==> src/rtl/slot_pkg.sv <==
// -----------------------------------------------------------------------------
// slot_pkg
// Shared types and constants for the 7-segment slot machine reel controller:
// FSM state encoding, per-reel step modes and the BCD step helper.
// -----------------------------------------------------------------------------
package slot_pkg;

   typedef enum logic [1:0] {
      ST_IDLE,
      ST_SPIN,
      ST_RESULT
   } state_t;

   // Step modes: +1, -1 and +3, all modulo 10
   typedef enum logic [1:0] {
      STEP_UP1,
      STEP_DOWN1,
      STEP_UP3
   } step_t;

   localparam int unsigned NUM_REELS = 3;
   localparam logic [3:0]  BCD_MAX   = 4'd9;

   // Fixed step mode of each reel position
   function automatic step_t reel_step(input int unsigned idx);
      case (idx)
         0:       return STEP_UP1;
         1:       return STEP_DOWN1;
         default: return STEP_UP3;
      endcase
   endfunction

   // Next BCD digit for a given step mode; result always stays in 0..9
   function automatic logic [3:0] bcd_next(input logic [3:0] v, input step_t s);
      logic [3:0] n;
      n = v;
      case (s)
         STEP_UP1:   n = (v >= BCD_MAX)         ? 4'd0    : v + 4'd1;
         STEP_DOWN1: n = (v == 4'd0)            ? BCD_MAX : v - 4'd1;
         STEP_UP3:   n = (v >= BCD_MAX - 4'd2)  ? v - 4'd7 : v + 4'd3;
         default:    n = 4'd0;
      endcase
      return n;
   endfunction

endpackage

==> src/rtl/slot_reel.sv <==
// -----------------------------------------------------------------------------
// slot_reel
// One BCD (0..9) reel counter. Steps by the selected mode when enabled,
// asynchronously cleared to 0.
// Ports:
//   clk     in  system clock
//   rst_n   in  asynchronous active-low reset (reel -> 0)
//   i_mode  in  step mode (+1 / -1 / +3 modulo 10)
//   i_en    in  step enable for this cycle
//   o_bcd   out current reel digit (registered)
// -----------------------------------------------------------------------------
module slot_reel
   import slot_pkg::*;
(
   input  logic       clk,
   input  logic       rst_n,
   input  step_t      i_mode,
   input  logic       i_en,
   output logic [3:0] o_bcd
);

   logic [3:0] r_bcd;

   always_ff @(posedge clk or negedge rst_n) begin
      if (!rst_n) begin
         r_bcd <= '0;
      end else if (i_en) begin
         r_bcd <= bcd_next(r_bcd, i_mode);
      end
   end

   assign o_bcd = r_bcd;

endmodule

==> src/rtl/slot_reel_ctrl.sv <==
// -----------------------------------------------------------------------------
// slot_reel_ctrl
// Three-reel slot machine controller feeding per-digit BCD-to-7-segment
// decoders. START spins all reels, each STOP halts the next reel in order,
// and the final result is scored as jackpot (all equal) or pair (two equal).
// Optional feature (macro SLOT_JACKPOT_BLINK_EN): blink the display by
// toggling blank every BLINK_DIV cycles while a jackpot result is shown.
// Ports:
//   clk, rst_n            clock, asynchronous active-low reset
//   btn_start, btn_stop   raw active-high buttons (asynchronous to clk)
//   bcd0..bcd2            reel digits 0..9
//   spinning[2:0]         bit i = reel i stepping
//   busy                  high while spinning
//   jackpot, pair         score, valid in RESULT
//   blank                 display blank request
// -----------------------------------------------------------------------------
module slot_reel_ctrl
   import slot_pkg::*;
#(
   parameter int unsigned CLK_DIV   = 2500000,
   parameter int unsigned BLINK_DIV = 12500000
) (
   input  logic       clk,
   input  logic       rst_n,
   input  logic       btn_start,
   input  logic       btn_stop,
   output logic [3:0] bcd0,
   output logic [3:0] bcd1,
   output logic [3:0] bcd2,
   output logic [2:0] spinning,
   output logic       busy,
   output logic       jackpot,
   output logic       pair,
   output logic       blank
);

   if (CLK_DIV < 2) begin : g_bad_clk_div
      $error("CLK_DIV must be at least 2");
   end
   if (BLINK_DIV < 1) begin : g_bad_blink_div
      $error("BLINK_DIV must be at least 1");
   end

   localparam int unsigned       DIV_W    = $clog2(CLK_DIV);
   localparam logic [DIV_W-1:0]  DIV_LAST = DIV_W'(CLK_DIV - 1);

   state_t           r_state;
   logic [DIV_W-1:0] r_presc;
   logic [1:0]       r_idx;
   logic [2:0]       r_spinning;
   logic             r_busy;
   logic             r_jackpot;
   logic             r_pair;

   logic r_start_s1, r_start_s2, r_start_d, r_start_p;
   logic r_stop_s1,  r_stop_s2,  r_stop_d,  r_stop_p;

   logic       w_tick;
   logic [2:0] w_en;
   logic [3:0] w_bcd [NUM_REELS];
   logic       w_jackpot;
   logic       w_pair;

   assign w_tick = (r_state == ST_SPIN) && (r_presc == DIV_LAST);

   // A reel being stopped in the same cycle as a tick keeps its pre-tick value
   for (genvar g = 0; g < NUM_REELS; g++) begin : g_reel
      assign w_en[g] = w_tick && r_spinning[g] && !(r_stop_p && (r_idx == 2'(g)));

      slot_reel u_reel (
         .clk    (clk),
         .rst_n  (rst_n),
         .i_mode (reel_step(g)),
         .i_en   (w_en[g]),
         .o_bcd  (w_bcd[g])
      );
   end

   // All reels are frozen on the RESULT entry edge, so scoring sees final values
   assign w_jackpot = (w_bcd[0] == w_bcd[1]) && (w_bcd[1] == w_bcd[2]);
   assign w_pair    = !w_jackpot && ((w_bcd[0] == w_bcd[1]) ||
                                     (w_bcd[1] == w_bcd[2]) ||
                                     (w_bcd[0] == w_bcd[2]));

   always_ff @(posedge clk or negedge rst_n) begin
      if (!rst_n) begin
         r_start_s1 <= 1'b0;
         r_start_s2 <= 1'b0;
         r_start_d  <= 1'b0;
         r_start_p  <= 1'b0;
         r_stop_s1  <= 1'b0;
         r_stop_s2  <= 1'b0;
         r_stop_d   <= 1'b0;
         r_stop_p   <= 1'b0;
         r_state    <= ST_IDLE;
         r_presc    <= '0;
         r_idx      <= '0;
         r_spinning <= '0;
         r_busy     <= 1'b0;
         r_jackpot  <= 1'b0;
         r_pair     <= 1'b0;
      end else begin
         // 2-FF synchronizer, then registered rising-edge pulse
         r_start_s1 <= btn_start;
         r_start_s2 <= r_start_s1;
         r_start_d  <= r_start_s2;
         r_start_p  <= r_start_s2 && !r_start_d;
         r_stop_s1  <= btn_stop;
         r_stop_s2  <= r_stop_s1;
         r_stop_d   <= r_stop_s2;
         r_stop_p   <= r_stop_s2 && !r_stop_d;

         case (r_state)
            ST_SPIN: begin
               r_presc <= (r_presc == DIV_LAST) ? '0 : r_presc + 1'b1;
               if (r_stop_p) begin
                  r_spinning[r_idx] <= 1'b0;
                  if (r_idx == 2'(NUM_REELS - 1)) begin
                     r_state   <= ST_RESULT;
                     r_busy    <= 1'b0;
                     r_idx     <= '0;
                     r_presc   <= '0;
                     r_jackpot <= w_jackpot;
                     r_pair    <= w_pair;
                  end else begin
                     r_idx <= r_idx + 2'd1;
                  end
               end
            end
            ST_IDLE, ST_RESULT: begin
               r_presc <= '0;
               if (r_start_p) begin
                  r_state    <= ST_SPIN;
                  r_busy     <= 1'b1;
                  r_spinning <= '1;
                  r_idx      <= '0;
                  r_jackpot  <= 1'b0;
                  r_pair     <= 1'b0;
               end
            end
            default: begin
               r_state <= ST_IDLE;
               r_presc <= '0;
            end
         endcase
      end
   end

   assign bcd0     = w_bcd[0];
   assign bcd1     = w_bcd[1];
   assign bcd2     = w_bcd[2];
   assign spinning = r_spinning;
   assign busy     = r_busy;
   assign jackpot  = r_jackpot;
   assign pair     = r_pair;

`ifdef SLOT_JACKPOT_BLINK_EN
   localparam int unsigned      BLK_W    = (BLINK_DIV > 1) ? $clog2(BLINK_DIV) : 1;
   localparam logic [BLK_W-1:0] BLK_LAST = BLK_W'(BLINK_DIV - 1);

   logic [BLK_W-1:0] r_blink_cnt;
   logic             r_blank;

   // Stops on the same edge RESULT is left so blank never lingers into SPIN
   always_ff @(posedge clk or negedge rst_n) begin
      if (!rst_n) begin
         r_blink_cnt <= '0;
         r_blank     <= 1'b0;
      end else if ((r_state == ST_RESULT) && r_jackpot && !r_start_p) begin
         if (r_blink_cnt == BLK_LAST) begin
            r_blink_cnt <= '0;
            r_blank     <= !r_blank;
         end else begin
            r_blink_cnt <= r_blink_cnt + 1'b1;
         end
      end else begin
         r_blink_cnt <= '0;
         r_blank     <= 1'b0;
      end
   end

   assign blank = r_blank;
`else
   assign blank = 1'b0;
`endif

endmodule
==> config.mk <==
export PLATFORM = sky130hd
export DESIGN_NAME = slot_reel_ctrl
export DESIGN_NICKNAME = d
export VERILOG_FILES = /design/src/rtl/slot_pkg.sv /design/src/rtl/slot_reel.sv /design/src/rtl/slot_reel_ctrl.sv
export SDC_FILE = /design/constraint.sdc
export NUM_CORES = 1
export LEC_CHECK = 0
export CORE_ASPECT_RATIO = 2
export CORE_MARGIN = 4
export CORE_UTILIZATION = 55
export CTS_BUF_LIST = sky130_fd_sc_hd__clkbuf_8 sky130_fd_sc_hd__clkbuf_16
export CTS_CLUSTER_DIAMETER = 30
export CTS_CLUSTER_SIZE = 16
export DETAILED_ROUTE_END_ITERATION = 6
export DONT_BUFFER_PORTS = 1
export MAX_ROUTING_LAYER = met4
export PLACE_DENSITY = 0.8
export SETUP_SLACK_MARGIN = 0.2
export SLEW_MARGIN = 10
export SYNTH_ARGS = -nofsm -noshare
export SYNTH_HDL_FRONTEND = slang
export SYNTH_SLANG_ARGS = --single-unit
==> constraint.sdc <==
create_clock -name clk -period 4.1 [get_ports clk]
set_clock_uncertainty 0.1 [all_clocks]
set_input_delay 0.205 -clock clk [delete_from_list [all_inputs] [get_ports clk]]
set_output_delay 0.205 -clock clk [all_outputs]
set_load 0.005 [all_outputs]
# After elaboration in Yosys (flattened, before gate mapping)
# Cells that the tools add are included.
[op_classes] n_addsub=6 order_cmp=4 n_eq_ne=11 mux=31 bitwise_logic=2 reduce_logical=31
[ops] cell="22-bit two-way mux" count=4
[ops] cell="22-bit by 1-bit adder with 22-bit output (second input constant)" count=1
[ops] cell="22-bit == test (second input constant)" count=1
[ops] cell="1-bit logical AND" count=15
[ops] cell="4-bit == test" count=3
[ops] cell="2-bit two-way mux" count=6
[ops] cell="4-bit two-way mux" count=3
[ops] cell="1-bit two-way mux" count=9
[ops] cell="2-bit one-hot mux with 2 select lines" count=2
[ops] cell="1-bit logical NOT" count=6
[ops] cell="3-bit two-way mux" count=2
[ops] cell="1-bit one-hot mux with 2 select lines" count=3
[ops] cell="3-bit one-hot mux with 2 select lines" count=1
[ops] cell="3-bit AND reduction" count=2
[ops] cell="4-bit by 1-bit adder with 4-bit output (second input constant)" count=1
[ops] cell="4-bit by 2-bit adder with 4-bit output (second input constant)" count=1
[ops] cell="2-bit by 1-bit == test with 1-bit output (second input constant)" count=2
[ops] cell="2-bit == test (second input constant)" count=2
[ops] cell="4-bit by 3-bit >= comparator with 1-bit output (second input constant)" count=1
[ops] cell="4-bit >= comparator (second input constant)" count=1
[ops] cell="2-bit logical NOT" count=2
[ops] cell="4-bit logical NOT" count=1
[ops] cell="2-bit != test (second input constant)" count=2
[ops] cell="4-bit AND reduction" count=1
[ops] cell="other kinds (12)" count=13
[word_totals] register_bits=52 elab_cells=103

# Longest topological paths before layout
[logic_depth] depth_word=8 depth_mapped=7 ltp_nobuf=6

# By module
# From an unflattened synthesis, not the netlist that was laid out.
[hier_totals] cells_unflattened=398 area_unflattened_um2=3564.7
[modules_own_cells] mod="slot_reel_ctrl" n_inst=1 cells_each=197 area_each_um2=1976.9 seq_area_each_um2=1001.0
[modules_own_cells] mod="slot_reel" n_inst=3 cells_each=67 area_each_um2=529.3 seq_area_each_um2=100.1

# Worst setup path before layout
# OpenSTA, ideal clock, no wires.
[synth_timing] path_type="register to register" startpoint="register r_presc[0]" endpoint="register g_reel[0].u_reel.r_bcd[0]" setup_ns=0.125 t_arrival_ns=1.633 required_ns=3.875 setup_slack_ns=2.243 stages_incl_launch_ff=7 n_path_buf=1 cell_sequence="dfrtp_1 ha_1 and4_1 buf_4 nand2_2 nor3_2 mux2_2"
[synth_between] elab_chain_cells=4
[synth_rtl] item="start: declaration" line_no="slot_reel_ctrl.sv:48" rtl="logic [DIV_W-1:0] r_presc;"
[synth_rtl] item="start signal: assignment" line_no="slot_reel_ctrl.sv:115" rtl="r_presc <= (r_presc == DIV_LAST) ? '0 : r_presc + 1'b1;"
[synth_rtl] item="22-bit == test" line_no="slot_reel_ctrl.sv:64" rtl="assign w_tick = (r_state == ST_SPIN) && (r_presc == DIV_LAST);"
[synth_rtl] item="1-bit logical AND" line_no="slot_reel_ctrl.sv:64"
[synth_rtl] item="1-bit logical AND (2 in series)" line_no="slot_reel_ctrl.sv:68" rtl="assign w_en[g] = w_tick && r_spinning[g] && !(r_stop_p && (r_idx == 2'(g)));"
[synth_rtl] item="end signal: assignment" line_no="slot_reel.sv:28" rtl="r_bcd <= bcd_next(r_bcd, i_mode);"
[synth_rtl] item="end: declaration" line_no="slot_reel.sv:22" rtl="logic [3:0] r_bcd;"
# Every way passes these cells.
# A chain may end at the register's enable or synchronous reset.

# Worst setup path in the final report
[layout_timing] startpoint="register r_presc[0]" endpoint="register r_presc[7]"
[layout_between] elab_chain_cells=5 elab_cells_between_ends=6 classes_between="1 x add/sub; 1 x eq/ne; 4 x mux"
[layout_rtl] item="22-bit by 1-bit adder with 22-bit output / 22-bit == test (equally long branches)" line_no="slot_reel_ctrl.sv:115"
[layout_rtl] item="22-bit two-way mux *" line_no="slot_reel_ctrl.sv:115"
[layout_rtl] item="22-bit two-way mux" line_no="slot_reel_ctrl.sv:118" rtl="if (r_idx == 2'(NUM_REELS - 1)) begin"
[layout_rtl] item="22-bit two-way mux *" line_no="slot_reel_ctrl.sv:116" rtl="if (r_stop_p) begin"
[layout_rtl] item="22-bit two-way mux *" line_no="slot_reel_ctrl.sv:113" rtl="case (r_state)"
# Mark *: on every way between the ends. The rest lies on a longest branch, timed or not.

==> summary.md <==
| Metric | Value |
|---|---|
| VDD IR max | 0.000247 V |
| Hold Fails Final Rpt | 0 |
| Slowest Stage Delay on Critical Path | 0.82 ns |
| Mapped cell area | 0.00271 mm² |
| Syn avg cell area | 10.4 µm² |
| Total track usage | 0.197 |
| Worst Setup EP | r_presc[7] |
| Pwr Total | 0.00122 W |
| Hold-fix buffers, CTS | 4 |
| Netlist cell types | 52 |
| Root Driver | clkbuf_8 |
| #FFs+latches synth | 52 |
| Clk_lat worst skew | 0.31 ns |
| RSZ-0062 raised after global routing | no |
| # rows | 35 |
| Fmax | 413 MHz |
| Gpl congestion | 0.835 |
| Core Box Area | 0.00469 mm² |
| H-tree levels | 2 |
| Number of top-level pins | 23 |
| Full die area | 0.00619 mm² |
| Max-cap violations | 0 |
| Worst-Margin Slew | 0.975 ns |
| Final nets | 271 |
| Crit start category | flop |
| Area Growth Syn to Fin | 7.10% |
| Initial antenna violation count | 0 |
| EDFF count, synth | 0 |
| Initial Utilization | 0.579 |
| R2r startpoint | r_presc[0] |
| Yosys warnings | 0 |
| Clock-pin transition on the worst setup and hold timing paths | 0.09 ns |
| Worst relative slew slack | 0.350 |
| Post-place setup slack | 1.70 ns |
| Crit path from | r_presc[0] |
| Deepest clock path buffer count | 2 |
| Synthesized net count | 270 |
| Worst EP arrival | 2.47 ns |
| Worst path top cell family by delay | compound AO/OA/AOI/OAI gates |
| Crit-path max FO | 22 |
| Synth async-reset ratio | 1.00 |
| N_diodes | 0 |
| Slowest cell on crit path | o21bai_2 |
| Final wirelength | 5330 µm |
| Register area share after synthesis | 0.480 |
| CP required | 4.15 ns |
| Crit path depth | 5 |
| Die X | 57.7 µm |
| Wire length per cell | 16.9 µm |
| DRC Markers | 0 |
| Leak | 1.33 nW |
| Critical Path Sink Type | flop |
| PD cells | 421 mW/mm² |
| Vias | 1978 |
| Post-DR vias/cell | 6.26 |
| Sink Count | 52 |
| Largest net degree at the start of global routing | 53 |
| # setup viols final | 0 |
| Synth Flop Type | dfrtp_1 |
| # Post-CTS Setup Buffers | 0 |
| Pre-Repair DR Iteration Count | 6 |
| Final critical-path required period | 2.42 ns |
| Reg2reg end | r_presc[7] |
| DR iter-0 viols | 93 |
| Max-slew violation total from the final report | 0 |
| # resized after CTS | 0 |
| Vias in the first global route | 2059 |
| Crit path kind | reg2reg |
| Run status | finished, final reports clean |
| R2R cell count | 5 |
| First-pass GRT wire length | 9230 µm |
| Die Span Y | 107 µm |
| TNS Setup | 0 ns |
| Share of post-route cells with drive strength above 1 | 0.115 |
| R2R Setup Slk | 1.68 ns |
| CP Cell Sequence | ha_1 -> and4_1 -> nand2_2 -> o21bai_2 -> nor2_1 |
| CTS Buf Count | 5 |
| WP buf/inv | 0 |
| GR Overflow Total | 0 |
| Antenna Violating Nets Remaining | 0 |
| Min-Delay Path Class | reg2reg |
| Syn Inst Count | 260 |
| Commonest non-fill, non-tap cell in the layout | dfrtp_1 |
| Port bufs | 0 |
| CTS tree | done |
| Most frequent cells in the layout | 52 x dfrtp_1, 23 x xor2_1, 19 x nand2_1, 19 x nor2_1, 11 x nand3_1 |
| Final clock period utilization by the worst path | 0.591 |
| Final WS setup | 1.68 ns |
| Final HPWL DP | 3850 µm |
## flip-flops by register name (all words and copies together), names as in the netlist
| name | count |
|---|---|
| busy | 1 |
| r_start_s1 | 1 |
| r_start_s2 | 1 |
| r_start_p | 1 |
| r_start_d | 1 |
| g_reel.u_reel.o_bcd | 12 |
| r_stop_p | 1 |
| r_stop_s1 | 1 |
| jackpot | 1 |
| r_stop_d | 1 |
| pair | 1 |
| r_stop_s2 | 1 |
| r_presc | 22 |
| spinning | 3 |
| r_state | 2 |
| r_idx | 2 |
## synthesized netlist by cell type (6+ instances only)
| cell | number | share of area |
|---|---|---|
| a21oi_1 | 10 | 0.018 |
| dfrtp_1 | 52 | 0.48 |
| ha_1 | 6 | 0.028 |
| inv_1 | 8 | 0.011 |
| nand2_1 | 19 | 0.026 |
| nand3_1 | 11 | 0.020 |
| nand4_1 | 6 | 0.014 |
| nor2_1 | 19 | 0.026 |
| nor4_1 | 7 | 0.016 |
| o31ai_1 | 7 | 0.019 |
| or4_1 | 7 | 0.019 |
| xor2_1 | 23 | 0.074 |
## worst min path at each step
stage	start	endpoint	slack, ns	depth (start not counted)
global placement	rst_n	busy	-0.19	0
CTS	r_start_s1	r_start_s2	0.26	0
global route	r_start_s1	r_start_s2	0.27	0
floorplan	rst_n	busy	-0.19	0
detailed placement	rst_n	spinning[2]	-0.19	0
finish	r_start_s1	r_start_s2	0.25	0
## routing by layer
| layer | up-vias | routed length (µm) | share of wire | global-route usage |
|---|---|---|---|---|
| met3 | 18 | 203 | 0.038 | 0.0264 |
| met5 | - | 0 | 0 | - |
| li1 | 928 | - | - | - |
| met2 | 60 | 3030 | 0.57 | 0.363 |
| met4 | 0 | 180 | 0.034 | 0.0978 |
| met1 | 972 | 1910 | 0.36 | 0.195 |
## metrics by stage
stage | hold WS (ns) | cell area (µm²) | instances | util
final | 0.254 | 2910 | 316 | 0.620
after CTS | 0.257 | 2910 | 316 | 0.620
after floorplan | -0.191 | 2710 | 260 | -
after global placement | -0.189 | 2720 | 305 | 0.580
after detailed placement | -0.189 | 2720 | 305 | 0.580
after global routing | 0.267 | 2910 | 316 | 0.620
## power by group
part | internal [W] | leakage (nW) | switching [W]
Clock | 0.000240 | 0.0642 | 0.000162
Combinational | 0.0000709 | 0.576 | 0.000127
Sequential | 0.000566 | 0.688 | 0.0000570
## logic make-up (layout without fill, tap and decap cells)
kind of cell / after synthesis / after routing / share of synthesized area
adder cells (fa/ha/maj): 6 / 6 / 0.0277
XOR/XNOR: 28 / 28 / 0.0904
AO/OA/AOI/OAI: 36 / 36 / 0.0927
multiplexers: 4 / 4 / 0.0157
flip-flops: 52 / 52 / 0.480
other: 1 / 1 / 0.00138
buffers and inverters: 18 / 19 / 0.0341
AND/OR/NAND/NOR: 115 / 115 / 0.258
## cell type report
cell class,count,area (µm²)
Tap cell,55,68.8
Multi-Input combinational cell,190,1320
Clock inverter,2,60.1
Clock buffer,5,68.8
Fill cell,382,1780
Timing Repair Buffer,4,57.6
Sequential cell,52,1300
Inverter,8,30.0
No activity file was read; power rests on OpenSTA's default activity.
